--- src/rtl/setup_pkg.sv ---
// Shared types and sizing helpers for the serial setup register bank.
// Pure declarations; no latency and no backpressure.
package setup_pkg;

    typedef enum logic [1:0] {
        IDLE  = 2'd0,
        SHIFT = 2'd1,
        HOLD  = 2'd2
    } state_t;

    localparam int DEF_WIDTH    = 8;
    localparam int DEF_NUM_REGS = 4;

    // A single-word bank still carries one address bit so the frame format stays uniform.
    function automatic int addr_w(input int num_regs);
        return (num_regs <= 1) ? 1 : $clog2(num_regs);
    endfunction

    function automatic int frame_len(input int width, input int num_regs);
        return addr_w(num_regs) + width;
    endfunction

endpackage

--- src/rtl/setup_frame_rx.sv ---
// Serial frame receiver: collects address+data bits, reports frame_valid/abort combinationally
// on the sampling edge of the last bit / the en drop; no backpressure, serial line is never stalled.
module setup_frame_rx
    import setup_pkg::*;
#(
    parameter int WIDTH     = DEF_WIDTH,
    parameter int NUM_REGS  = DEF_NUM_REGS,
    parameter bit MSB_FIRST = 1'b0,
    localparam int ADDR_W    = addr_w(NUM_REGS),
    localparam int FRAME_LEN = frame_len(WIDTH, NUM_REGS)
) (
    input  logic              clk,
    input  logic              rst,
    input  logic              en,
    input  logic              serial,
    output logic              frame_valid,
    output logic              abort,
    output logic [ADDR_W-1:0] addr,
    output logic [WIDTH-1:0]  data
);

    localparam int CNT_W = $clog2(FRAME_LEN + 1);

    state_t                 state;
    logic [CNT_W-1:0]       count;
    logic [FRAME_LEN-2:0]   sr;
    logic [FRAME_LEN-1:0]   full;
    logic                   last;

    // full[i] is the i-th bit received; the final bit is taken straight from the line
    // so the bank can commit on the very edge that samples it.
    assign full = {serial, sr};
    assign last = (count == CNT_W'(FRAME_LEN - 1));

    assign frame_valid = (state == SHIFT) && en && last;
    assign abort       = (state == SHIFT) && !en;

    always_ff @(posedge clk or posedge rst) begin
        if (rst) begin
            state <= IDLE;
            count <= '0;
            sr    <= '0;
        end else begin
            case (state)
                IDLE: begin
                    if (en) begin
                        sr    <= full[FRAME_LEN-1:1];
                        count <= CNT_W'(1);
                        state <= SHIFT;
                    end
                end
                SHIFT: begin
                    if (!en) begin
                        count <= '0;
                        state <= IDLE;
                    end else if (last) begin
                        count <= '0;
                        state <= HOLD;
                    end else begin
                        sr    <= full[FRAME_LEN-1:1];
                        count <= count + CNT_W'(1);
                    end
                end
                HOLD: begin
                    if (!en) begin
                        state <= IDLE;
                    end
                end
                default: begin
                    count <= '0;
                    state <= IDLE;
                end
            endcase
        end
    end

    generate
        if (MSB_FIRST) begin : g_msb
            for (genvar i = 0; i < ADDR_W; i++) begin : g_addr
                assign addr[i] = full[ADDR_W-1-i];
            end
            for (genvar j = 0; j < WIDTH; j++) begin : g_data
                assign data[j] = full[FRAME_LEN-1-j];
            end
        end else begin : g_lsb
            assign addr = full[ADDR_W-1:0];
            assign data = full[FRAME_LEN-1:ADDR_W];
        end
    endgenerate

endmodule

--- src/rtl/setup_reg_bank.sv ---
// Bank of NUM_REGS configuration words loaded by addressed serial frames; word visible and
// done/err registered on the last-bit edge; no backpressure, out-of-range frames are dropped with err.
module setup_reg_bank
    import setup_pkg::*;
#(
    parameter int               WIDTH       = DEF_WIDTH,
    parameter int               NUM_REGS    = DEF_NUM_REGS,
    parameter bit               MSB_FIRST   = 1'b0,
    parameter logic [WIDTH-1:0] RESET_VALUE = '0
) (
    input  logic                      clk_in,
    input  logic                      rst_in,
    input  logic                      en_in,
    input  logic                      serial_in,
    output logic [NUM_REGS*WIDTH-1:0] parallel_out,
    output logic                      done_out,
    output logic                      err_out
);

    localparam int ADDR_W = addr_w(NUM_REGS);

    logic              frame_valid;
    logic              abort;
    logic [ADDR_W-1:0] addr;
    logic [WIDTH-1:0]  data;
    logic              in_range;
    logic [WIDTH-1:0]  bank [NUM_REGS];

    setup_frame_rx #(
        .WIDTH     (WIDTH),
        .NUM_REGS  (NUM_REGS),
        .MSB_FIRST (MSB_FIRST)
    ) u_rx (
        .clk         (clk_in),
        .rst         (rst_in),
        .en          (en_in),
        .serial      (serial_in),
        .frame_valid (frame_valid),
        .abort       (abort),
        .addr        (addr),
        .data        (data)
    );

    // Non-power-of-two banks leave address codes with no backing word.
    assign in_range = (int'(addr) < NUM_REGS);

    always_ff @(posedge clk_in or posedge rst_in) begin
        if (rst_in) begin
            for (int k = 0; k < NUM_REGS; k++) begin
                bank[k] <= RESET_VALUE;
            end
            done_out <= 1'b0;
            err_out  <= 1'b0;
        end else begin
            done_out <= frame_valid && in_range;
            err_out  <= abort || (frame_valid && !in_range);
            for (int k = 0; k < NUM_REGS; k++) begin
                if (frame_valid && in_range && (int'(addr) == k)) begin
                    bank[k] <= data;
                end
            end
        end
    end

    generate
        for (genvar k = 0; k < NUM_REGS; k++) begin : g_pack
            assign parallel_out[k*WIDTH +: WIDTH] = bank[k];
        end
    endgenerate

endmodule

--- config.mk ---
export PLATFORM = sky130hd
export DESIGN_NAME = setup_reg_bank
export DESIGN_NICKNAME = d
export VERILOG_FILES = /design/src/rtl/setup_pkg.sv /design/src/rtl/setup_frame_rx.sv /design/src/rtl/setup_reg_bank.sv
export SDC_FILE = /design/constraint.sdc
export NUM_CORES = 1
export LEC_CHECK = 0
export CAP_MARGIN = 40
export CORE_ASPECT_RATIO = 1.4
export CORE_MARGIN = 2
export CORE_UTILIZATION = 51
export CTS_CLUSTER_DIAMETER = 80
export CTS_CLUSTER_SIZE = 12
export DETAILED_ROUTE_END_ITERATION = 8
export GPL_ROUTABILITY_DRIVEN = 0
export PLACE_DENSITY = 0.78
export SLEW_MARGIN = 20
export SYNTH_ARGS = -nofsm -noshare
export SYNTH_HDL_FRONTEND = slang
export SYNTH_SLANG_ARGS = --single-unit
export TNS_END_PERCENT = 20
--- constraint.sdc ---
create_clock -name clk_in -period 2.1 [get_ports clk_in]
set_input_delay 0.42 -clock clk_in [delete_from_list [all_inputs] [get_ports clk_in]]
set_output_delay 0.42 -clock clk_in [all_outputs]
set_load 0.01 [all_outputs]
== Word level (Yosys, flattened, before mapping) ==
Index checks and enable logic that the tools add are counted.

* Bits in latches: 0
* Bits of input ports: 4
* Memory bits (writable): 0
* Logic and storage cells: 49
* Memories: 0
* ROM bits: 0
* Register bits: 49

* $mul: 0
* Divide/modulo/power cells: 0
* Equal/unequal tests: 11
* Shift operators: 0
* Multiplexer cells: 13
* $lt $le $gt $ge: 0
* Bitwise gates (word level): 1
* Reduce and logical (&&, ||, !) cells: 14
* $add $sub $neg: 1

{| class="wikitable"
|+ Operator list
! kind !! number
|-
| $mux 9 || 3
|-
| $pmux 9 s2 || 1
|-
| $mux 4 || 3
|-
| $pmux 4 s3 || 1
|-
| $mux 2 || 4
|-
| $ne 2x2->1 const B || 4
|-
| $logic_and 1x1->1 || 7
|-
| $eq 2x2->1 const B || 3
|-
| $pmux 2 s3 || 1
|-
| $add 4x1->4 const B || 1
|-
| $eq 2x1->1 const B || 2
|-
| $eq 4x4->1 const B || 1
|-
| $logic_not 2->1 || 2
|-
| $reduce_and 4->1 || 1
|-
| $ne 3x2->1 const B || 1
|-
| $reduce_and 3->1 || 1
|-
| $reduce_and 2->1 || 1
|-
| $reduce_bool 2->1 || 1
|-
| $logic_not 1->1 || 1
|-
| $not 1->1 || 1
|}

== Logic depth before layout (Yosys ltp) ==
Gate-level depths: netlist of run 1.

* Depth after elaboration: 4
* Gate-level depth with buffers: 6
* Mapped depth without buffers: 5

== By module ==
A second synthesis of run 1 with hierarchy kept.

* Cell total of the unflattened synthesis: 126
* Area, all modules: 1,956.9 µm²

{| class="wikitable"
|+ Modules (own cells, without submodules)
! module !! cells an instance !! sequential area each (µm²) !! instances !! area each (µm²)
|-
| setup_reg_bank || 71 || 850.8 || 1 || 1,266.2
|-
| setup_frame_rx || 55 || 375.4 || 1 || 690.7
|}

== Worst setup path after synthesis of run 1 ==
No wires, ideal clock.

* Path kind: reg2reg
* Start point: register u_rx.count[1]
* End point: register bank (netlist bit parallel_out[0])
* Arrival: 1.729 ns
* Path buffers: 1
* Cell stages (with the launch flop): 7
* Setup time: 0.125 ns
* Path slack: 0.246 ns
* Cell sequence: dfrtp_1 > inv_1 > ha_1 > nand3b_4 > or4_4 > buf_6 > mux2_4

* Cells in the longest elaborated chain, start to end: 3

{| class="wikitable"
|+ RTL lines
! element !! line !! source
|-
| start: declaration || setup_frame_rx.sv:25 || <nowiki>logic [CNT_W-1:0] count;</nowiki>
|-
| start signal: assignment || setup_frame_rx.sv:61 || <nowiki>count <= count + CNT_W'(1);</nowiki>
|-
| $eq 4x4->1 || setup_frame_rx.sv:33 || <nowiki>assign last = (count == CNT_W'(FRAME_LEN - 1));</nowiki>
|-
| $logic_and 1x1->1 || setup_frame_rx.sv:35 || <nowiki>assign frame_valid = (state == SHIFT) && en && last;</nowiki>
|-
| $logic_and 1x1->1 || setup_reg_bank.sv:58 || <nowiki>if (frame_valid && in_range && (int'(addr) == k)) begin</nowiki>
|-
| end signal: indexed assignment || setup_reg_bank.sv:59 || <nowiki>bank[k] <= data;</nowiki>
|-
| end: declaration || setup_reg_bank.sv:27 || <nowiki>logic [WIDTH-1:0] bank [NUM_REGS];</nowiki>
|}

Every way passes these cells.
A chain may end at the register's enable or synchronous reset.

== Final worst setup path of run 1 ==
* Start point: register u_rx.count[1]
* End point: register bank (netlist bit parallel_out[7])

The elaborated chain is that of the path after synthesis.

==> results.sh, run 1 <==
export IMPL_synth_lib_cells_used_distinct=28
export IMPL_insertion_delay_ns=0.29
export IMPL_postRouteAntennaNets=0
export IMPL_synth_area_leaders="dfrtp_1 60%, mux2_2 18%, mux2_4 5.9%, nor4_4 3.1%, inv_1 1.3%"
export IMPL_hp_class="input port to asynchronous set/reset pin"
export IMPL_ys_flop_type="dfrtp_1"
export IMPL_instances_no_fill=220
export IMPL_cts_buffer_depth=2
export IMPL_tightest_slew_ns=0.612
export IMPL_port_buffer_count=37
export IMPL_rsz0062_at_grt="false"
export IMPL_synth_cells=128
export IMPL_dieWidth_um=57.3
export IMPL_synthMostInstantiatedCell="dfrtp_1"
export IMPL_fin_nets=183
export IMPL_grt_pass1_wl_um=6420
export IMPL_synth_nets=134
export IMPL_fmax_mhz=500
export IMPL_hold_buffers=0
export IMPL_io_pins=38
export IMPL_cp_end_kind="flip-flop"
export IMPL_ys_ff_latch=49
export IMPL_dr_pass1_iters=3
export IMPL_wl_met1_um=1640
export IMPL_wl_um=3830
export IMPL_outcome="complete, no violations"
export IMPL_min_period_ns=2.00
export IMPL_critPathTopFamily="simple AND/OR/NAND/NOR gates"
export IMPL_critPathLaunchType="flip-flop"
export IMPL_synth_largest_area_cell="dfrtp_1"
export IMPL_place_inst=213
export IMPL_finalCritPeriodShare=0.953
export IMPL_critPathBufInv=1
export IMPL_hold_viol=0
export IMPL_synth_yosys_warnings=0
export IMPL_vias_per_cell=5.40
export IMPL_syn2layout_area_growth_pct=28.2
export IMPL_power_density_mw_per_mm2=704
export IMPL_p_leak_uw=0.00126
export IMPL_holdWs_ns=0.469
export IMPL_cts_resized=0
export IMPL_path_clk_slew_ns=0.09
export IMPL_h_tree_depth=2
export IMPL_skew_ns=0.00326
export IMPL_vias=1188
export IMPL_fin_tns_setup_ns=0
export IMPL_grt_usage=0.187
export IMPL_cp_slowest_stage_delay_ns=0.65
export IMPL_vdd_ir_drop_max_mv=0.496
export IMPL_cp_max_fo=10
export IMPL_route_detailed_drc=0
export IMPL_fp_dieH_um=78.6
export IMPL_worstPathArrival_ns=2.18
export IMPL_grt_ovfl_total=0
export IMPL_place_hpwl_um=2600
export IMPL_dr_wl_met3_um=123
export IMPL_seq_area_frac_synth=0.604
export IMPL_syn_area_per_cell_um2=15.9
export IMPL_grt_pass1_vias=1302
export IMPL_slowest_stage="or4_4"
export IMPL_crit_chain="inv_1, ha_1, nand3b_4, or4_4, mux2_4"
export IMPL_synth_edf_count=0
export IMPL_crit_required_ns=2.28
export IMPL_start_util=0.522
export IMPL_final_max_slew_viol_count=0
export IMPL_crit_type="flip-flop to flip-flop"
export IMPL_layout_drive_gt1_share=0.356
export IMPL_insertedDiodeCount=0
export IMPL_antenna_found_initial=0
export IMPL_post_cts_buffers=0
export IMPL_tritoncts="built"
export IMPL_maxSlewHeadroom=0.592
export IMPL_drt_wirelength_per_cell_um=17.4
export IMPL_synth_area_mm2=0.00203
export IMPL_synthArstFlopShare=1.00
export IMPL_ys_top_cells_by_count="49 x dfrtp_1, 32 x mux2_2, 8 x mux2_4"
export IMPL_top_layer_used="met4"
export IMPL_core_rowCount=27
export IMPL_setup_violations=0
export IMPL_clk_root_buffer_cell="clkbuf_8"
export IMPL_cap_viol_max_count=0
export IMPL_drtIter0Drc=30
export IMPL_final_util=0.670
export IMPL_yosysTopAreaCellShare=0.604
export IMPL_dieArea_mm2=0.00451
export IMPL_core_area_mm2=0.00388
export IMPL_cts_sinks=49
export IMPL_cts_buffers=5
export IMPL_wl_met2_um=2010
export IMPL_grt_max_degree=50
==> logic make-up (layout without fill, tap and decap cells) <==
kind of cell | count (synthesis) | after routing | synth area share
AND/OR/NAND/NOR | 21 | 21 | 0.0962
adder cells (fa/ha/maj) | 2 | 2 | 0.0123
multiplexers | 41 | 41 | 0.242
AO/OA/AOI/OAI | 7 | 7 | 0.0271
buffers and inverters | 8 | 57 | 0.0185
flip-flops | 49 | 49 | 0.604
==> cell type report <==
class	count	area, µm²
clock buffers	6	82.6
clock inverters	1	7.51
fillers	276	1280
inverters	7	26.3
multi-input cells	71	766
flip-flops and latches	49	1230
well taps	43	53.8
repair buffers	43	440
==> per-stage QoR <==
step                      setup WS [ns]  area [µm²]  total power [µW]
after detailed placement         0.0624        2510              1290
after CTS                         0.100        2600              1850
after floorplan                   0.246        2030              1220
after global placement           0.0802        2510              1280
after global routing             0.0419        2600              1910
final                            0.0988        2600              1830
==> worst register-to-register path, delay by kind of cell (launching register included) <==
family	cells	cell delay, ns
buffers and inverters	1	0.08
muxes	1	0.34
and+or+nand+nor	2	0.84
DFF	1	0.42
adders and majority gates	1	0.21
==> cell usage in the layout, fill, tap and decap left out, types with 2 or more instances in the layout <==
cell             synthesis  routed
dfrtp_1                 49      49
clkdlybuf4s50_1          0      37
mux2_2                  32      32
mux2_4                   8       8
inv_1                    7       6
clkbuf_8                 0       6
nor2_1                   4       4
buf_4                    0       4
or2b_1                   3       3
nor4_4                   3       3
ha_1                     2       2
buf_12                   0       2
==> report_power, final <==
| group | internal (µW) | leakage [µW] | switching [µW] | total [µW] |
|---|---|---|---|---|
| combinational | 82.8 | 0.000562 | 92.7 | 175 |
| sequential | 1010 | 0.000659 | 88.7 | 1090 |
| clock | 261 | 0.0000433 | 301 | 562 |
==> routing by layer <==
layer  vias up  track usage
met5         -            0
met4         0       0.0698
met3         6       0.0379
met2        26        0.326
met1       607        0.224
li1        549            -
==> flip-flops by register name, summed over array words and instances, names as in the netlist <==
register,cells
err_out,1
done_out,1
u_rx.count,4
u_rx.state,2
parallel_out,32
u_rx.sr,9
==> path summary, 6_finish.rpt <==
check	from	to	slack, ns	cells after the start
setup reg to reg	u_rx.count[1]	parallel_out[7]	0.1	5
min in group clk_in	parallel_out[7]	parallel_out[7]	0.52	1
hold / removal	rst_in	err_out	0.47	3
max in group asynchronous	rst_in	parallel_out[6]	1.41	3
hold reg to reg	parallel_out[7]	parallel_out[7]	0.52	1
setup / recovery	u_rx.count[1]	parallel_out[7]	0.1	5
Note: power is estimated with default switching activity, not from simulation.
==> run 2, diff against run 1 <==
Settings changed: PLACE_DENSITY 0.78 to 0.84.
==> run 2 against run 1 <==
Against the previous run: worst hold slack got worse by 0.0057 ns; global-route usage grew 0.70 points; sequential cell count unchanged; clock power grew 21%; wire length is 0.47% higher; utilization up 0.74 points; critical endpoint is now parallel_out[1]; highest routed layer unchanged; critical path depth down 1; via count increased by 0.42%; combinational power barely moved.
==> results.sh, run 2 (synthesis results as in run 1) <==
export IMPL_tritoncts="built"
export IMPL_dieArea_mm2=0.00451
export IMPL_fin_nets=185
export IMPL_syn2layout_area_growth_pct=29.7
export IMPL_hold_buffers=0
export IMPL_port_buffer_count=37
export IMPL_grt_usage=0.194
export IMPL_final_max_slew_viol_count=0
export IMPL_tightest_slew_ns=0.546
export IMPL_route_detailed_drc=0
export IMPL_power_density_mw_per_mm2=742
export IMPL_dieWidth_um=57.3
export IMPL_crit_required_ns=2.28
export IMPL_rsz0062_at_grt="false"
export IMPL_drtIter0Drc=31
export IMPL_final_util=0.677
export IMPL_place_hpwl_um=2760
export IMPL_dr_pass1_iters=4
export IMPL_skew_ns=0.00960
export IMPL_outcome="complete, no violations"
export IMPL_io_pins=38
export IMPL_fp_dieH_um=78.6
export IMPL_grt_pass1_wl_um=6610
export IMPL_postRouteAntennaNets=0
export IMPL_critPathLaunchType="flip-flop"
export IMPL_layout_commonest_cell="dfrtp_1"
export IMPL_layout_drive_gt1_share=0.361
export IMPL_cts_resized=0
export IMPL_finalCritPeriodShare=0.946
export IMPL_wl_met2_um=2020
export IMPL_grt_ovfl_total=0
export IMPL_layout_common_cells="49 x dfrtp_1, 37 x clkdlybuf4s50_1, 32 x mux2_2"
export IMPL_vias_per_cell=5.35
export IMPL_crit_path_start="u_rx.count[0]"
export IMPL_dr_wl_met3_um=168
export IMPL_cp_end_kind="flip-flop"
export IMPL_vias=1193
export IMPL_min_period_ns=1.99
export IMPL_hold_viol=0
export IMPL_hp_class="input port to asynchronous set/reset pin"
export IMPL_path_clk_slew_ns=0.09
export IMPL_post_cts_buffers=0
export IMPL_wl_um=3850
export IMPL_cts_buffer_depth=2
export IMPL_cts_sinks=49
export IMPL_vdd_ir_drop_max_mv=0.693
export IMPL_clk_root_buffer_cell="clkbuf_8"
export IMPL_fin_tns_setup_ns=0
export IMPL_cts_buffers=5
export IMPL_r2r_start="u_rx.count[0]"
export IMPL_largest_reg_flops=32
export IMPL_cp_max_fo=10
export IMPL_maxSlewHeadroom=0.636
export IMPL_start_util=0.522
export IMPL_drt_wirelength_per_cell_um=17.2
export IMPL_grt_max_degree=50
export IMPL_grt_pass1_vias=1280
export IMPL_cap_viol_max_count=0
export IMPL_insertedDiodeCount=0
export IMPL_h_tree_depth=2
export IMPL_wl_met1_um=1620
export IMPL_p_leak_uw=0.00129
export IMPL_insertion_delay_ns=0.30
export IMPL_worstPathArrival_ns=2.17
export IMPL_setup_violations=0
export IMPL_core_area_mm2=0.00388
export IMPL_core_rowCount=27
export IMPL_crit_type="flip-flop to flip-flop"
export IMPL_top_layer_used="met4"
export IMPL_fmax_mhz=504
export IMPL_antenna_found_initial=0
run 2: worst max-delay path: stages, from the launching register on:
cell	delay [ns]
dfrtp_1	0.45
ha_1	0.25
nand3b_4	0.19
or4_4	0.64
mux2_4	0.33
run 2: routing by layer:
layer  global-route usage  up-vias
met5                    0        -
met4               0.0465        0
met3               0.0560        5
met2                0.315       24
met1                0.257      611
li1                     -      553
run 2: final cells by class:
| type | count | area [µm²] |
|---|---|---|
| clock inverters | 1 | 30.0 |
| repair buffers | 45 | 443 |
| fillers | 271 | 1250 |
| well taps | 43 | 53.8 |
| flip-flops and latches | 49 | 1230 |
| inverters | 7 | 26.3 |
| clock buffers | 7 | 86.3 |
| multi-input cells | 71 | 766 |
run 2: final timing paths:
kind,to,slack [ns],cells after the start
max,parallel_out[1],0.11,4
max in group asynchronous,parallel_out[16],1.40,3
min reg2reg,parallel_out[17],0.51,1
min in group clk_in,parallel_out[17],0.51,1
max reg2reg,parallel_out[1],0.11,4
min,u_rx.count[0],0.46,3
run 2: metrics by stage:
step                instances  hold slack [ns]  setup WS (ns)  total power (µW)  instance area (µm²)
CTS                       223            0.476          0.115              1980                 2630
global placement          215            0.490         0.0376              1270                 2510
floorplan                 128            0.486          0.246              1220                 2030
global route              223            0.484         0.0286              2040                 2630
detailed placement        215            0.496         0.0223              1290                 2510
finish                    223            0.463          0.114              1950                 2630
run 2: report_power, final:
group / switching, µW / total (µW) / internal (µW)
Combinational: 94.2 / 178 / 83.4
Sequential: 88.4 / 1090 / 1010
Clock: 292 / 680 / 388
Total: 474 / 1950 / 1480
==> run 3, diff against run 2 <==
Settings changed: ABC_AREA set to 1.
==> run 3 against run 2 <==
Against the previous run: fmax is 21% higher; cell count is 24% higher; via count up 18%; sequential power decreased by 8%; critical endpoint is now parallel_out[26]; largest power group unchanged; clock power decreased by 2%.
==> results.sh, run 3 <==
export IMPL_outcome="complete, no violations"
export IMPL_place_inst=269
export IMPL_ys_flop_type="dfrtp_1"
export IMPL_insertion_delay_ns=0.31
export IMPL_grt_usage=0.197
export IMPL_insertedDiodeCount=0
export IMPL_synth_area_leaders="dfrtp_1 60%, nand2_1 9.6%, o21ai_2 6.9%, o21ai_1 6.6%, inv_1 2.9%"
export IMPL_p_leak_uw=0.00119
export IMPL_ys_ff_latch=49
export IMPL_intPower_uw=1380
export IMPL_crit_type="flip-flop to output pin"
export IMPL_port_buffer_count=37
export IMPL_hold_viol=0
export IMPL_worstPathArrival_ns=1.22
export IMPL_power_density_mw_per_mm2=713
export IMPL_grt_ovfl_total=0
export IMPL_drt_wirelength_per_cell_um=14.0
export IMPL_slowest_stage="clkdlybuf4s50_1"
export IMPL_skew_ns=0.00947
export IMPL_place_hpwl_um=2800
export IMPL_largest_reg_flops=32
export IMPL_cap_viol_max_count=0
export IMPL_cp_max_fo=2
export IMPL_synth_nets=198
export IMPL_synth_edf_count=0
export IMPL_finalCritPeriodShare=0.781
export IMPL_clock_power_share=0.366
export IMPL_dieArea_mm2=0.00453
export IMPL_vdd_ir_drop_max_mv=0.706
export IMPL_fmax_mhz=609
export IMPL_hp_class="input port to asynchronous set/reset pin"
export IMPL_vias_per_cell=5.10
export IMPL_seq_power_share=0.549
export IMPL_grt_max_degree=23
export IMPL_pwr_share_comb=0.085
export IMPL_cts_buffer_depth=2
export IMPL_start_util=0.526
export IMPL_crit_path_start="parallel_out[26]"
export IMPL_crit_chain="clkdlybuf4s50_1"
export IMPL_setup_violations=0
export IMPL_rsz0062_at_grt="false"
export IMPL_grt_pass1_wl_um=6690
export IMPL_synthArstFlopShare=1.00
export IMPL_post_cts_buffers=0
export IMPL_cp_end_kind="output pin"
export IMPL_core_rowCount=27
export IMPL_seq_area_frac_synth=0.600
export IMPL_synth_yosys_warnings=0
export IMPL_vias=1412
export IMPL_antenna_found_initial=0
export IMPL_cp_slowest_stage_delay_ns=0.54
export IMPL_path_clk_slew_ns=0.09
export IMPL_fin_tns_setup_ns=0
export IMPL_layout_commonest_cell="nand2_1"
export IMPL_fin_nets=239
export IMPL_yosysTopAreaCellShare=0.600
export IMPL_postRouteAntennaNets=0
export IMPL_dr_pass1_iters=4
export IMPL_syn2layout_area_growth_pct=25.0
export IMPL_cts_sinks=49
export IMPL_r2r_start="u_rx.count[1]"
export IMPL_grt_pass1_vias=1422
export IMPL_clk_root_buffer_cell="clkbuf_8"
export IMPL_layout_common_cells="52 x nand2_1, 49 x dfrtp_1, 37 x clkdlybuf4s50_1"
export IMPL_synthMostInstantiatedCell="nand2_1"
export IMPL_dieWidth_um=57.5
export IMPL_switching_share=0.243
export IMPL_synth_area_mm2=0.00204
export IMPL_cts_buffers=5
export IMPL_synth_largest_area_cell="dfrtp_1"
export IMPL_wl_um=3880
export IMPL_critPathBufInv=1
export IMPL_syn_area_per_cell_um2=10.6
export IMPL_maxSlewHeadroom=0.679
export IMPL_ys_top_cells_by_count="52 x nand2_1, 49 x dfrtp_1, 27 x o21ai_1"
export IMPL_hold_buffers=0
export IMPL_power_uw=1820
export IMPL_cts_resized=0
export IMPL_p_switching_uw=442
export IMPL_final_max_slew_viol_count=0
export IMPL_place_area_mm2=0.00244
export IMPL_instances_no_fill=277
export IMPL_drtIter0Drc=75
export IMPL_critPathLaunchType="flip-flop"
export IMPL_synth_lib_cells_used_distinct=22
export IMPL_fp_dieH_um=78.9
export IMPL_tritoncts="built"
export IMPL_io_pins=38
export IMPL_crit_required_ns=1.68
export IMPL_min_period_ns=1.64
export IMPL_route_detailed_drc=0
export IMPL_synth_cells=192
export IMPL_tightest_slew_ns=0.481
export IMPL_final_area_mm2=0.00255
export IMPL_h_tree_depth=2
export IMPL_critPathTopFamily="buffers and inverters"
export IMPL_core_area_mm2=0.00388
export IMPL_layout_drive_gt1_share=0.162
-- run 3: worst paths after layout --
check / endpoint / slack [ns] / depth (start not counted)
worst min register to register: parallel_out[20] / 0.49 / 2
worst max register to register: parallel_out[21] / 0.63 / 7
max in group asynchronous: parallel_out[1] / 1.17 / 3
min in group clk_in: parallel_out[20] / 0.49 / 2
worst max-delay path: parallel_out[26] / 0.46 / 1
worst min-delay path: u_rx.sr[4] / 0.45 / 2
-- run 3: logic make-up after synthesis --
logic type | synth area share
xor+xnor | 0.00429
compound gates | 0.149
simple gates | 0.170
buf+inv | 0.0637
flops | 0.600
fa+ha+maj | 0.0123
-- run 3: final cells by class --
cell class              count  area, µm²
flip-flops and latches     49       1230
inverters                  20       77.6
repair buffers             39        398
well taps                  43       53.8
clock buffers               6       72.6
clock inverters             2       38.8
multi-input cells         118        686
fillers                   299       1330
-- run 3: stage by stage --
| step | utilization | setup slack [ns] | hold WS, ns |
|---|---|---|---|
| floorplan | - | 0.507 | 0.459 |
| global placement | 0.628 | 0.318 | 0.470 |
| detailed placement | 0.628 | 0.301 | 0.475 |
| CTS | 0.657 | 0.439 | 0.463 |
| global route | 0.657 | 0.409 | 0.510 |
| finish | 0.657 | 0.459 | 0.447 |
-- run 3: worst reg2reg max path, stage by stage (launching register included) --
cell and delay, ns:
dfrtp_1 0.40, inv_1 0.08, ha_1 0.16, nand3_2 0.13, inv_4 0.15, nand3_4 0.22, nand2_1 0.15, o21ai_2 0.06
-- run 3: per-layer routing --
| layer | wire [µm] | GRT usage | share of wire | vias up |
|---|---|---|---|---|
| li1 | - | - | - | 696 |
| met1 | 1580 | 0.226 | 0.41 | 683 |
| met2 | 2060 | 0.332 | 0.53 | 22 |
| met3 | 128 | 0.0586 | 0.033 | 11 |
| met4 | 113 | 0.0930 | 0.029 | 0 |
| met5 | 0 | 0 | 0 | - |
-- run 3: power by group through the flow --
stage / clock network (µW) / logic, µW / registers, µW
after floorplan: 0 / 109 / 1010
after global placement: 0 / 152 / 1020
after detailed placement: 0 / 156 / 1020
after CTS: 674 / 158 / 999
after global routing: 716 / 178 / 1010
final: 667 / 154 / 999
